$ cat src/rtl/decode_bcd_4to10_scan_if.sv
// decode_bcd_4to10_scan_if: digit handshake plus scanned display lines for the BCD scan decoder
interface decode_bcd_4to10_scan_if #(parameter int DIGITS = 4);
   logic [0:3]        in;
   logic              in_valid;
   logic              in_ready;
   logic [0:9]        out;
   logic [0:DIGITS-1] sel;
   logic              err;
   modport master (output in, in_valid, input in_ready, out, sel, err);
   modport slave (input in, in_valid, output in_ready, out, sel, err);
endinterface

$ cat src/rtl/decode_bcd_4to10_scan.sv
// decode_bcd_4to10_scan: double-buffered BCD frame scanned onto active-low 10-line output; DECODE_LZB_EN enables leading-zero blanking
module decode_bcd_4to10_scan #(
   parameter int DIGITS = 4,
   parameter int DWELL  = 1000
) (
   input logic clk,
   input logic rst,
   decode_bcd_4to10_scan_if.slave bus
);
   localparam int CW = $clog2(DWELL);
   localparam int IW = $clog2(DIGITS);
   logic [CW-1:0]     cnt;
   logic [IW-1:0]     idx, wptr;
   logic [3:0]        shadow [DIGITS];
   logic [3:0]        disp [DIGITS];
   logic              pending, err_r;
   logic [0:9]        out_r, dec;
   logic [0:DIGITS-1] sel_r, sel_v, mask;
   logic [3:0]        code;
   logic              accept, tick, frame, commit;
   assign bus.in_ready = ~pending & ~rst;
   assign bus.out      = out_r;
   assign bus.sel      = sel_r;
   assign bus.err      = err_r;
   // handshake and scan-event decode; in[0] carries weight 1
   always_comb begin
      code   = {bus.in[3], bus.in[2], bus.in[1], bus.in[0]};
      accept = bus.in_valid & bus.in_ready;
      tick   = cnt == CW'(DWELL - 1);
      frame  = tick & (idx == IW'(DIGITS - 1));
      commit = frame & pending;
   end
   // dwell counter and scanned position
   always_ff @(posedge clk) begin
      if (rst) begin
         cnt <= '0;
         idx <= '0;
      end else begin
         cnt <= tick ? '0 : cnt + 1'b1;
         if (tick) idx <= frame ? '0 : idx + 1'b1;
      end
   end
   // shadow fill, frame-boundary commit and sticky invalid-code flag
   always_ff @(posedge clk) begin
      if (rst) begin
         shadow  <= '{default: 4'd0};
         disp    <= '{default: 4'd15};
         wptr    <= '0;
         pending <= 1'b0;
         err_r   <= 1'b0;
      end else begin
         if (accept) begin
            shadow[wptr] <= code;
            wptr         <= (wptr == IW'(DIGITS - 1)) ? '0 : wptr + 1'b1;
            if (wptr == IW'(DIGITS - 1)) pending <= 1'b1;
            if (code > 4'd9) err_r <= 1'b1;
         end
         if (commit) begin
            disp    <= shadow;
            pending <= 1'b0;
         end
      end
   end
`ifdef DECODE_LZB_EN
   logic [0:DIGITS-1] mask_nxt;
   logic              lz;
   // leading-zero mask of the frame about to be committed; last position always shown
   always_comb begin
      mask_nxt = '0;
      lz       = 1'b1;
      for (int p = 0; p < DIGITS - 1; p++) begin
         lz          = lz & (shadow[p] == 4'd0);
         mask_nxt[p] = lz;
      end
   end
   // mask follows the display buffer, updated only at commit
   always_ff @(posedge clk) begin
      if (rst) mask <= '0;
      else if (commit) mask <= mask_nxt;
   end
`else
   assign mask = '0;
`endif
   // 7442-style decode of the scanned position; codes above 9 and masked zeros stay dark
   always_comb begin
      dec   = '1;
      sel_v = '1;
      for (int n = 0; n < 10; n++) dec[n] = mask[idx] | (disp[idx] != 4'(n));
      sel_v[idx] = 1'b0;
   end
   // registered outputs, blanked on the first cycle of every dwell for ghost suppression
   always_ff @(posedge clk) begin
      if (rst | (cnt == '0)) begin
         out_r <= '1;
         sel_r <= '1;
      end else begin
         out_r <= dec;
         sel_r <= sel_v;
      end
   end
endmodule

$ cat src/flat_wrapper.sv
// flat-port wrapper written by rule: the top's interface ports become plain ports
module decode_bcd_4to10_scan_flat 
#(
   parameter int DIGITS = 4,
   parameter int DWELL  = 1000
)
  (clk, rst, bus_in, bus_in_valid, bus_in_ready, bus_out, bus_sel, bus_err);
  decode_bcd_4to10_scan_if #(.DIGITS(DIGITS)) bus_i ();
  input logic clk;
  input logic rst;
  input wire logic [$bits(bus_i.in)-1:0] bus_in;
  input wire logic [$bits(bus_i.in_valid)-1:0] bus_in_valid;
  output wire logic [$bits(bus_i.in_ready)-1:0] bus_in_ready;
  output wire logic [$bits(bus_i.out)-1:0] bus_out;
  output wire logic [$bits(bus_i.sel)-1:0] bus_sel;
  output wire logic [$bits(bus_i.err)-1:0] bus_err;
  assign bus_i.in = bus_in;
  assign bus_i.in_valid = bus_in_valid;
  assign bus_in_ready = bus_i.in_ready;
  assign bus_out = bus_i.out;
  assign bus_sel = bus_i.sel;
  assign bus_err = bus_i.err;
  decode_bcd_4to10_scan #(.DIGITS(DIGITS), .DWELL(DWELL)) u_core (.clk(clk), .rst(rst), .bus(bus_i));
endmodule
$ cat config.mk
export PLATFORM = sky130hd
export DESIGN_NAME = decode_bcd_4to10_scan_flat
export DESIGN_NICKNAME = d
export VERILOG_FILES = /design/src/rtl/decode_bcd_4to10_scan_if.sv /design/src/rtl/decode_bcd_4to10_scan.sv /design/src/flat_wrapper.sv
export SDC_FILE = /design/constraint.sdc
export NUM_CORES = 1
export LEC_CHECK = 0
export ABC_AREA = 1
export BUFFER_PORTS_ARGS = -buffer_cell sky130_fd_sc_hd__buf_2
export CORE_ASPECT_RATIO = 1.4
export CORE_MARGIN = 5
export CORE_UTILIZATION = 40
export CTS_BUF_LIST = sky130_fd_sc_hd__clkbuf_8
export DETAILED_ROUTE_END_ITERATION = 12
export GPL_TIMING_DRIVEN = 0
export PLACE_DENSITY_LB_ADDON = 0.05
export RECOVER_POWER = 100
export SLEW_MARGIN = 10
export SYNTH_ARGS = -nofsm -noshare
export SYNTH_HDL_FRONTEND = slang
export SYNTH_SLANG_ARGS = --single-unit
$ cat constraint.sdc
create_clock -name clk -period 1.9 [get_ports clk]
set_input_delay 0.19 -clock clk [delete_from_list [all_inputs] [get_ports clk]]
set_output_delay 0.19 -clock clk [all_outputs]
set_load 0.05 [all_outputs]
After elaboration in Yosys (flattened, before gate mapping)
Index checks and enable logic that the tools add are counted.
- register bits after elaboration: 62
- input port bits: 7
- output and inout bits: 16
- add/sub/neg operators: 3
- $lt $le $gt $ge: 5
- equality and inequality tests: 12
- mux-type cells: 13
- bitwise gates (word level): 20
- reductions and logical operators: 8
- operators by type and width (cell ; count):
    bitwise mux 16 bit ; 1
    != test 4 x 3 -> 1 bit (second input constant) ; 4
    2-to-1 mux 4 bit ; 3
    bitwise OR 1 bit ; 11
    adder 10 x 1 -> 10 bit (second input constant) ; 1
    == test 10 bit (second input constant) ; 1
    logical NOT 10 bit ; 1
    binary-select mux 4 bit (select 2 bit) ; 1
    demux 4 bit (select 2 bit) ; 1
    != test 4 x 2 -> 1 bit (second input constant) ; 2
    != test 4 bit (second input constant) ; 2
    >= comparator 3 bit (second input constant) ; 2
    < comparator 3 x 1 -> 1 bit (second input constant) ; 2
    NOT 2 -> 3 bit ; 2
    adder 2 x 1 -> 2 bit (second input constant) ; 2
    bitwise AND 1 bit ; 4
    == test 2 bit (second input constant) ; 2
    > comparator 4 bit (second input constant) ; 1
    2-to-1 mux 2 bit ; 2
    != test 4 x 1 -> 1 bit (second input constant) ; 1
    NOT 4 bit ; 1
    AND reduction 2 bit ; 2
    nonzero test 4 bit ; 1
    OR reduction 2 bit ; 2
    5 further kinds ; 9

Longest topological paths before layout
Gate-level depths: netlist of run 1.
- depth after elaboration: 6
- depth in mapped cells: 8

Least setup slack after synthesis of run 1
No wires, ideal clock.
- path kind: reg2reg
- start: register u_core.cnt[0]
- end: register u_core.disp[10] in the netlist's numbering
- data arrival time: 1.238 ns
- data required time: 1.770 ns
- slack: 0.532 ns
- stages on the path, launching flop included: 8
- path buffers: 1
- clock period less this slack: 1.368 ns
- path through: dfxtp_1 -> ha_1 -> inv_1 -> nor2_2 -> nand4_4 -> buf_6 -> nand2_1 -> nand3_1
- longest elaborated chain between the ends: 3
- RTL lines (element ; RTL line ; source):
    start, declared ; decode_bcd_4to10_scan.sv:12 ; logic [CW-1:0] cnt;
    start signal, assigned ; decode_bcd_4to10_scan.sv:39 ; cnt <= tick ? '0 : cnt + 1'b1;
    == test 10 bit ; decode_bcd_4to10_scan.sv:29 ; tick = cnt == CW'(DWELL - 1);
    bitwise AND 1 bit ; decode_bcd_4to10_scan.sv:30 ; frame = tick & (idx == IW'(DIGITS - 1));
    bitwise AND 1 bit ; decode_bcd_4to10_scan.sv:31 ; commit = frame & pending;
    end signal, assigned ; decode_bcd_4to10_scan.sv:59 ; disp <= shadow;
    end, declared ; decode_bcd_4to10_scan.sv:15 ; logic [3:0] disp [DIGITS];
No other way between the ends.
A chain may end at the register's enable or synchronous reset.

Final worst setup path of run 1
- start: register u_core.cnt[0]
- end: register u_core.cnt[6]
- longest elaborated chain between the ends: 2
- RTL lines (element):
    parallel branches: the longest is 2 deep, another holds adder 10 x 1 -> 10 bit
Several ways; the timed one is not identified.

==> impl_metrics.yaml, run 1 <==
status:
  status: "completed"
critical_path:
  crit_type: "reg -> reg"
  cp_max_fo: 8
  cp-end-kind: "register"
  worstPathArrival_ns: 1.85
  rr_worst_depth: 6
  startpoint: "u_core.cnt[0]"
  startpoint_type: "register"
  crit_end: "u_core.cnt[6]"
  cp.required_ns: 2.12
  r2r_slack_ns: 0.27
  worst_r2r_endpoint: "u_core.cnt[6]"
  reg2reg_from: "u_core.cnt[0]"
min_path:
  min-delay-start: "rst"
  hp-class: "in -> reg"
pwr:
  clockPowerShare_pct: 46.3
  p_comb_share_pct: 5.1
  p_sw_share_pct: 23.6
  p_total_mw: 2.75
  switchingPower_uw: 650
  internal_power_mw: 2.10
  vdd_ir_drop_max_mv: 0.455
  leakage_nw: 1.35
  p_seq_share_pct: 48.6
  powerDensity_mw_per_mm2: 881
floorplanning:
  core_area_mm2: 0.00666
  die_x_um: 80.0
  die_h_um: 108
  io_pins: 23
  num_rows: 35
  die_area_mm2: 0.00864
  start_util_pct: 41.2
timing:
  max_slew.worst_pin.slew_ns: 0.596
  finalHoldViolations: 0
  clock_skew_ns: 0.0153
  grt_setup_unrepaired: "false"
  max_freq_mhz: 614
  whs_ns: 0.0766
  fin_setup_tns_ns: 0
  slew_headroom_pct: 60.4
  fin_crit_ns: 1.63
  slew_viol_final: 0
  finalSetupViolCount: 0
  fin_crit_sh_pct: 85.7
cells_and_area:
  final_core_util_pct: 47.0
  register_area_mm2: 0.00124
  nFillCells: 722
  areaGrowthSynthToFinish_pct: 14.0
  antenna_cells: 0
  multiInputGateArea_mm2: 0.00128
  final_layout_size_suffix_gt1_share_pct: 11.1
  layout.nets: 407
drt:
  drt_iter0_markers: 90
  vias_per_cell: 4.75
  drtPass1Iterations: 4
  drt.antenna.violating_nets: 0
  wl_per_cell_um: 12.2
  vias: 2311
  wirelength_mm: 5.96
  drc: 0
yosys:
  synth_compound_gate_area_share_pct: 4.84
  syn_area_mm2: 0.00274
  seq_area_frac_synth_pct: 45.3
  yosys.area_share.simple_pct: 38.2
  ys_types: 27
  yosys_warnings: 0
  avgSynthCellArea_um2: 7.66
  synth_top_family_by_area: "simple AND/OR/NAND/NOR gates"
  synthAdderAreaFrac_pct: 4.56
  syn_inst: 358
  ys_ff_latch: 62
  synth_nets: 375
  synthXorXnorAreaFrac_pct: 0.319
  muxShareOfSynthArea_pct: 0
cts:
  clk_latency_ns: 0.34
  clock_path_buffers: 2
  cts_made_buffers: 9
  ctsHoldBuffers: 0
  clock-sinks: 62
  clkTransAtPathRegs_ns: 0.08
  cts_setup_buffers: 0
  htreeDepth: 3
  cts_resized: 0
  cts_root_buf: "clkbuf_8"
  cts_tree: "yes"
place:
  place.gp.congestion: 0.793
  port_buffers: 21
  dp_hpwl_mm: 4.46
global_routing:
  grt_pass1_vias: 2278
  overflow: 0
  grt_use_total_pct: 15.4
  grt_max_degree: 13
  grt_antenna_before_repair: 0
  grt_pass1_wl_mm: 10.3
run:
  maxCapViolCount: 0
synthesized netlist by cell type (all sizes together):
cell,number,share of area (%)
a21oi,20,3.6
buf,11,3.6
clkbuf,2,0.27
clkinv,1,0.18
dfxtp,62,45
ha,10,4.6
inv,20,2.8
nand2,106,15
nand3,54,9.9
nand3b,1,0.27
nand4,18,4.7
nor2,43,7.4
nor3,1,0.18
o21ai,5,0.91
o31ai,1,0.27
or2,2,0.46
xnor2,1,0.32
critical path, stage by stage (launching register included):
cell and delay [ns]:
dfxtp_1 0.45, ha_1 0.27, inv_1 0.06, nor2_1 0.20, nand3_1 0.23, nand2_2 0.23, nor2_1 0.07
sequential cells by signal, summed over array words and instances (netlist names):
name	flops
u_core.bus.out	10
u_core.shadow	16
u_core.bus.sel	4
u_core.wptr	2
u_core.idx	2
u_core.bus.err	1
u_core.cnt	10
u_core.disp	16
u_core.pending	1
cell families after synthesis:
logic type,after synthesis
AOI/OAI and AO/OA,26
xor gates and xnor gates,1
adders and majority gates,10
buffers and inverters,34
DFF,62
and+or+nand+nor,225
final cells by class:
cell class / count / area share (%)
Multi-Input combinational cell: 262 / 41.1
Sequential cell: 62 / 39.7
Clock buffer: 9 / 3.96
Tap cell: 92 / 3.68
Clock inverter: 7 / 3.16
Buffer: 13 / 3.08
Timing Repair Buffer: 21 / 2.72
Inverter: 21 / 2.64
how the worst min path moves through the flow:
stage	endpoint	slack, ns	cells past startpoint
global placement	u_core.shadow[8]	0.45	2
detailed placement	u_core.shadow[8]	0.45	2
CTS	u_core.shadow[9]	0.08	2
floorplan	u_core.shadow[0]	0.32	2
global route	u_core.shadow[9]	0.08	2
finish	u_core.cnt[2]	0.08	2
through the flow:
step	area, um^2	setup slack (ns)	instances
finish	3130	0.271	487
global route	3130	0.0958	487
CTS	3190	0.301	487
detailed placement	2960	0.326	471
global placement	2960	0.349	471
floorplan	2740	0.532	358
cells in the final DEF (no fill, tap or decap), drive strengths merged:
master | Yosys | routed
bufinv | 0 | 2
buf | 11 | 14
xnor2 | 1 | 1
inv | 20 | 20
o31ai | 1 | 1
ha | 10 | 10
nand3b | 1 | 1
nand4 | 18 | 18
or2 | 2 | 2
clkinvlp | 0 | 2
clkbuf | 2 | 29
clkinv | 1 | 4
a21oi | 20 | 20
nor2 | 43 | 43
nor3 | 1 | 1
dfxtp | 62 | 62
nand2 | 106 | 106
o21ai | 5 | 5
nand3 | 54 | 54
power groups by stage:
stage | registers (mW) | clock network [mW] | logic (mW)
2_1_floorplan | 1.38 | 0 | 0.0958
3_3_place_gp | 1.37 | 0 | 0.150
3_5_place_dp | 1.37 | 0 | 0.151
4_1_cts | 1.34 | 1.31 | 0.152
5_1_grt | 1.34 | 1.36 | 0.160
6_report | 1.34 | 1.27 | 0.140
per-layer routing:
metal / global-route usage (%) / up-vias / routed length (um)
met3: 2.83 / 11 / 199
met1: 17.6 / 1021 / 2710
met4: 8.82 / 0 / 176
met5: 0 / - / 0
met2: 26.5 / 37 / 2870
li1: - / 1242 / -
Power figures use the tool's default switching activity.
==> inputs of run 2 (changes only) <==
--- a/config.mk
+++ b/config.mk
@@ -13,9 +13,7 @@
 export CTS_BUF_LIST = sky130_fd_sc_hd__clkbuf_8
 export DETAILED_ROUTE_END_ITERATION = 12
 export GPL_TIMING_DRIVEN = 0
-export PLACE_DENSITY_LB_ADDON = 0.05
 export RECOVER_POWER = 100
-export SLEW_MARGIN = 10
 export SYNTH_ARGS = -nofsm -noshare
 export SYNTH_HDL_FRONTEND = slang
 export SYNTH_SLANG_ARGS = --single-unit
==> run 2 against run 1 <==
Total power is 4.4% lower. Global-route usage is 0.66 points lower. Sequential power hardly changed. Clock power is 9% lower. Worst hold slack better by 0.0085 ns. Final area is 0.60% lower. Sequential share of layout area is 0.24 points higher. Worst setup slack better by 0.020 ns. Critical path type unchanged. Critical endpoint is now u_core.disp[4].
==> impl_metrics.yaml, run 2 (same netlist as run 1, synthesis figures left out) <==
cts:
  ctsHoldBuffers: 0
  clk_latency_ns: 0.34
  clkTransAtPathRegs_ns: 0.07
  cts_tree: "yes"
  clock_path_buffers: 2
  clock-sinks: 62
  htreeDepth: 3
  cts_root_buf: "clkbuf_8"
  cts_resized: 0
  cts_setup_buffers: 0
  cts_made_buffers: 9
run:
  maxCapViolCount: 0
global_routing:
  grt_pass1_vias: 2174
  grt_pass1_wl_mm: 9.96
  grt_antenna_before_repair: 0
  grt_use_total_pct: 14.7
  grt_max_degree: 12
  overflow: 0
floorplanning:
  start_util_pct: 41.2
  io_pins: 23
  die_x_um: 80.0
  core_area_mm2: 0.00666
  die_h_um: 108
  die_area_mm2: 0.00864
  num_rows: 35
pwr:
  leakage_nw: 1.35
  vdd_ir_drop_max_mv: 0.450
  p_total_mw: 2.63
  powerDensity_mw_per_mm2: 847
drt:
  wl_per_cell_um: 12.0
  drt.antenna.violating_nets: 0
  vias: 2301
  drt_iter0_markers: 121
  drc: 0
  wirelength_mm: 5.86
  drtPass1Iterations: 4
  vias_per_cell: 4.72
timing:
  slew_viol_final: 0
  max_freq_mhz: 622
  grt_setup_unrepaired: "false"
  fin_crit_ns: 1.61
  slew_headroom_pct: 59.6
  max_slew.worst_pin.slew_ns: 0.608
  finalHoldViolations: 0
  clock_skew_ns: 0.00688
  fin_crit_sh_pct: 84.7
  fin_setup_tns_ns: 0
  finalSetupViolCount: 0
  whs_ns: 0.0851
cells_and_area:
  reg_top3: "u_core.disp x16, u_core.shadow x16"
  multiInputGateArea_mm2: 0.00128
  nFillCells: 689
  antenna_cells: 0
  layout.nets: 407
  design_area_mm2: 0.00311
  areaGrowthSynthToFinish_pct: 13.3
  final_layout_size_suffix_gt1_share_pct: 11.4
  register_area_mm2: 0.00124
  layout_commonest_cell: "nand2_1"
  layout_common_cells: "nand2_1 (103), dfxtp_1 (62), nand3_1 (54)"
status:
  status: "completed"
place:
  place.gp.congestion: 0.804
  dp_hpwl_mm: 4.34
  place_area_mm2: 0.00296
  port_buffers: 21
critical_path:
  worstPathArrival_ns: 1.82
  crit_type: "reg -> reg"
  cp.required_ns: 2.11
  cp_max_fo: 10
  startpoint_type: "register"
  cp-end-kind: "register"
min_path:
  hp-class: "in -> reg"
[run 2: cell types whose count changed in the layout (fill, tap and decap cells not counted)]
cell and change:
clkbuf_8 +1, buf_2 +1, buf_4 -1, buf_6 +1, clkinv_2 +2, bufinv_16 -1, clkinv_4 -2, clkbuf_1 -1
[run 2: area by class of cell]
class,instances,share of cell area (%)
Multi-Input combinational cell,262,41.3
Sequential cell,62,39.9
Timing Repair Buffer,21,2.74
Buffer,13,3.26
Inverter,21,2.66
Tap cell,92,3.70
Clock inverter,6,1.97
Clock buffer,10,4.43
[run 2: stage by stage]
| step | setup slack [ns] | utilization (%) | instances |
|---|---|---|---|
| CTS | 0.329 | 47.5 | 487 |
| detailed placement | 0.340 | 44.5 | 471 |
| global route | 0.124 | 46.7 | 487 |
| floorplan | 0.532 | - | 358 |
| finish | 0.292 | 46.7 | 487 |
| global placement | 0.363 | 44.5 | 471 |
[run 2: where the power goes]
part,total (mW),switching [mW],internal [mW]
Clock,1.15,0.514,0.636
Sequential,1.34,0.0182,1.32
Combinational,0.142,0.0990,0.0427
[run 2: final timing paths]
check / slack [ns] / from / to / cells past startpoint
setup / recovery: 0.29 / u_core.cnt[0] / u_core.disp[4] / 7
hold / removal: 0.09 / rst / u_core.shadow[13] / 2
setup reg to reg: 0.29 / u_core.cnt[0] / u_core.disp[4] / 7
hold reg to reg: 0.47 / u_core.shadow[15] / u_core.shadow[15] / 2
[run 2: worst max-delay path: stages, from the launching register on]
cell	delay, ns
dfxtp_1	0.44
ha_1	0.26
inv_1	0.06
nor2_1	0.21
nand4_4	0.19
buf_6	0.19
nand2_1	0.06
nand3_1	0.07
[run 2: routing by layer]
| metal | vias up | global-route usage (%) | wire length [um] |
|---|---|---|---|
| li1 | 1237 | - | - |
| met1 | 1004 | 17.3 | 2670 |
| met2 | 47 | 24.4 | 2750 |
| met3 | 13 | 3.58 | 253 |
| met4 | 0 | 7.97 | 181 |
| met5 | - | 0 | 0 |
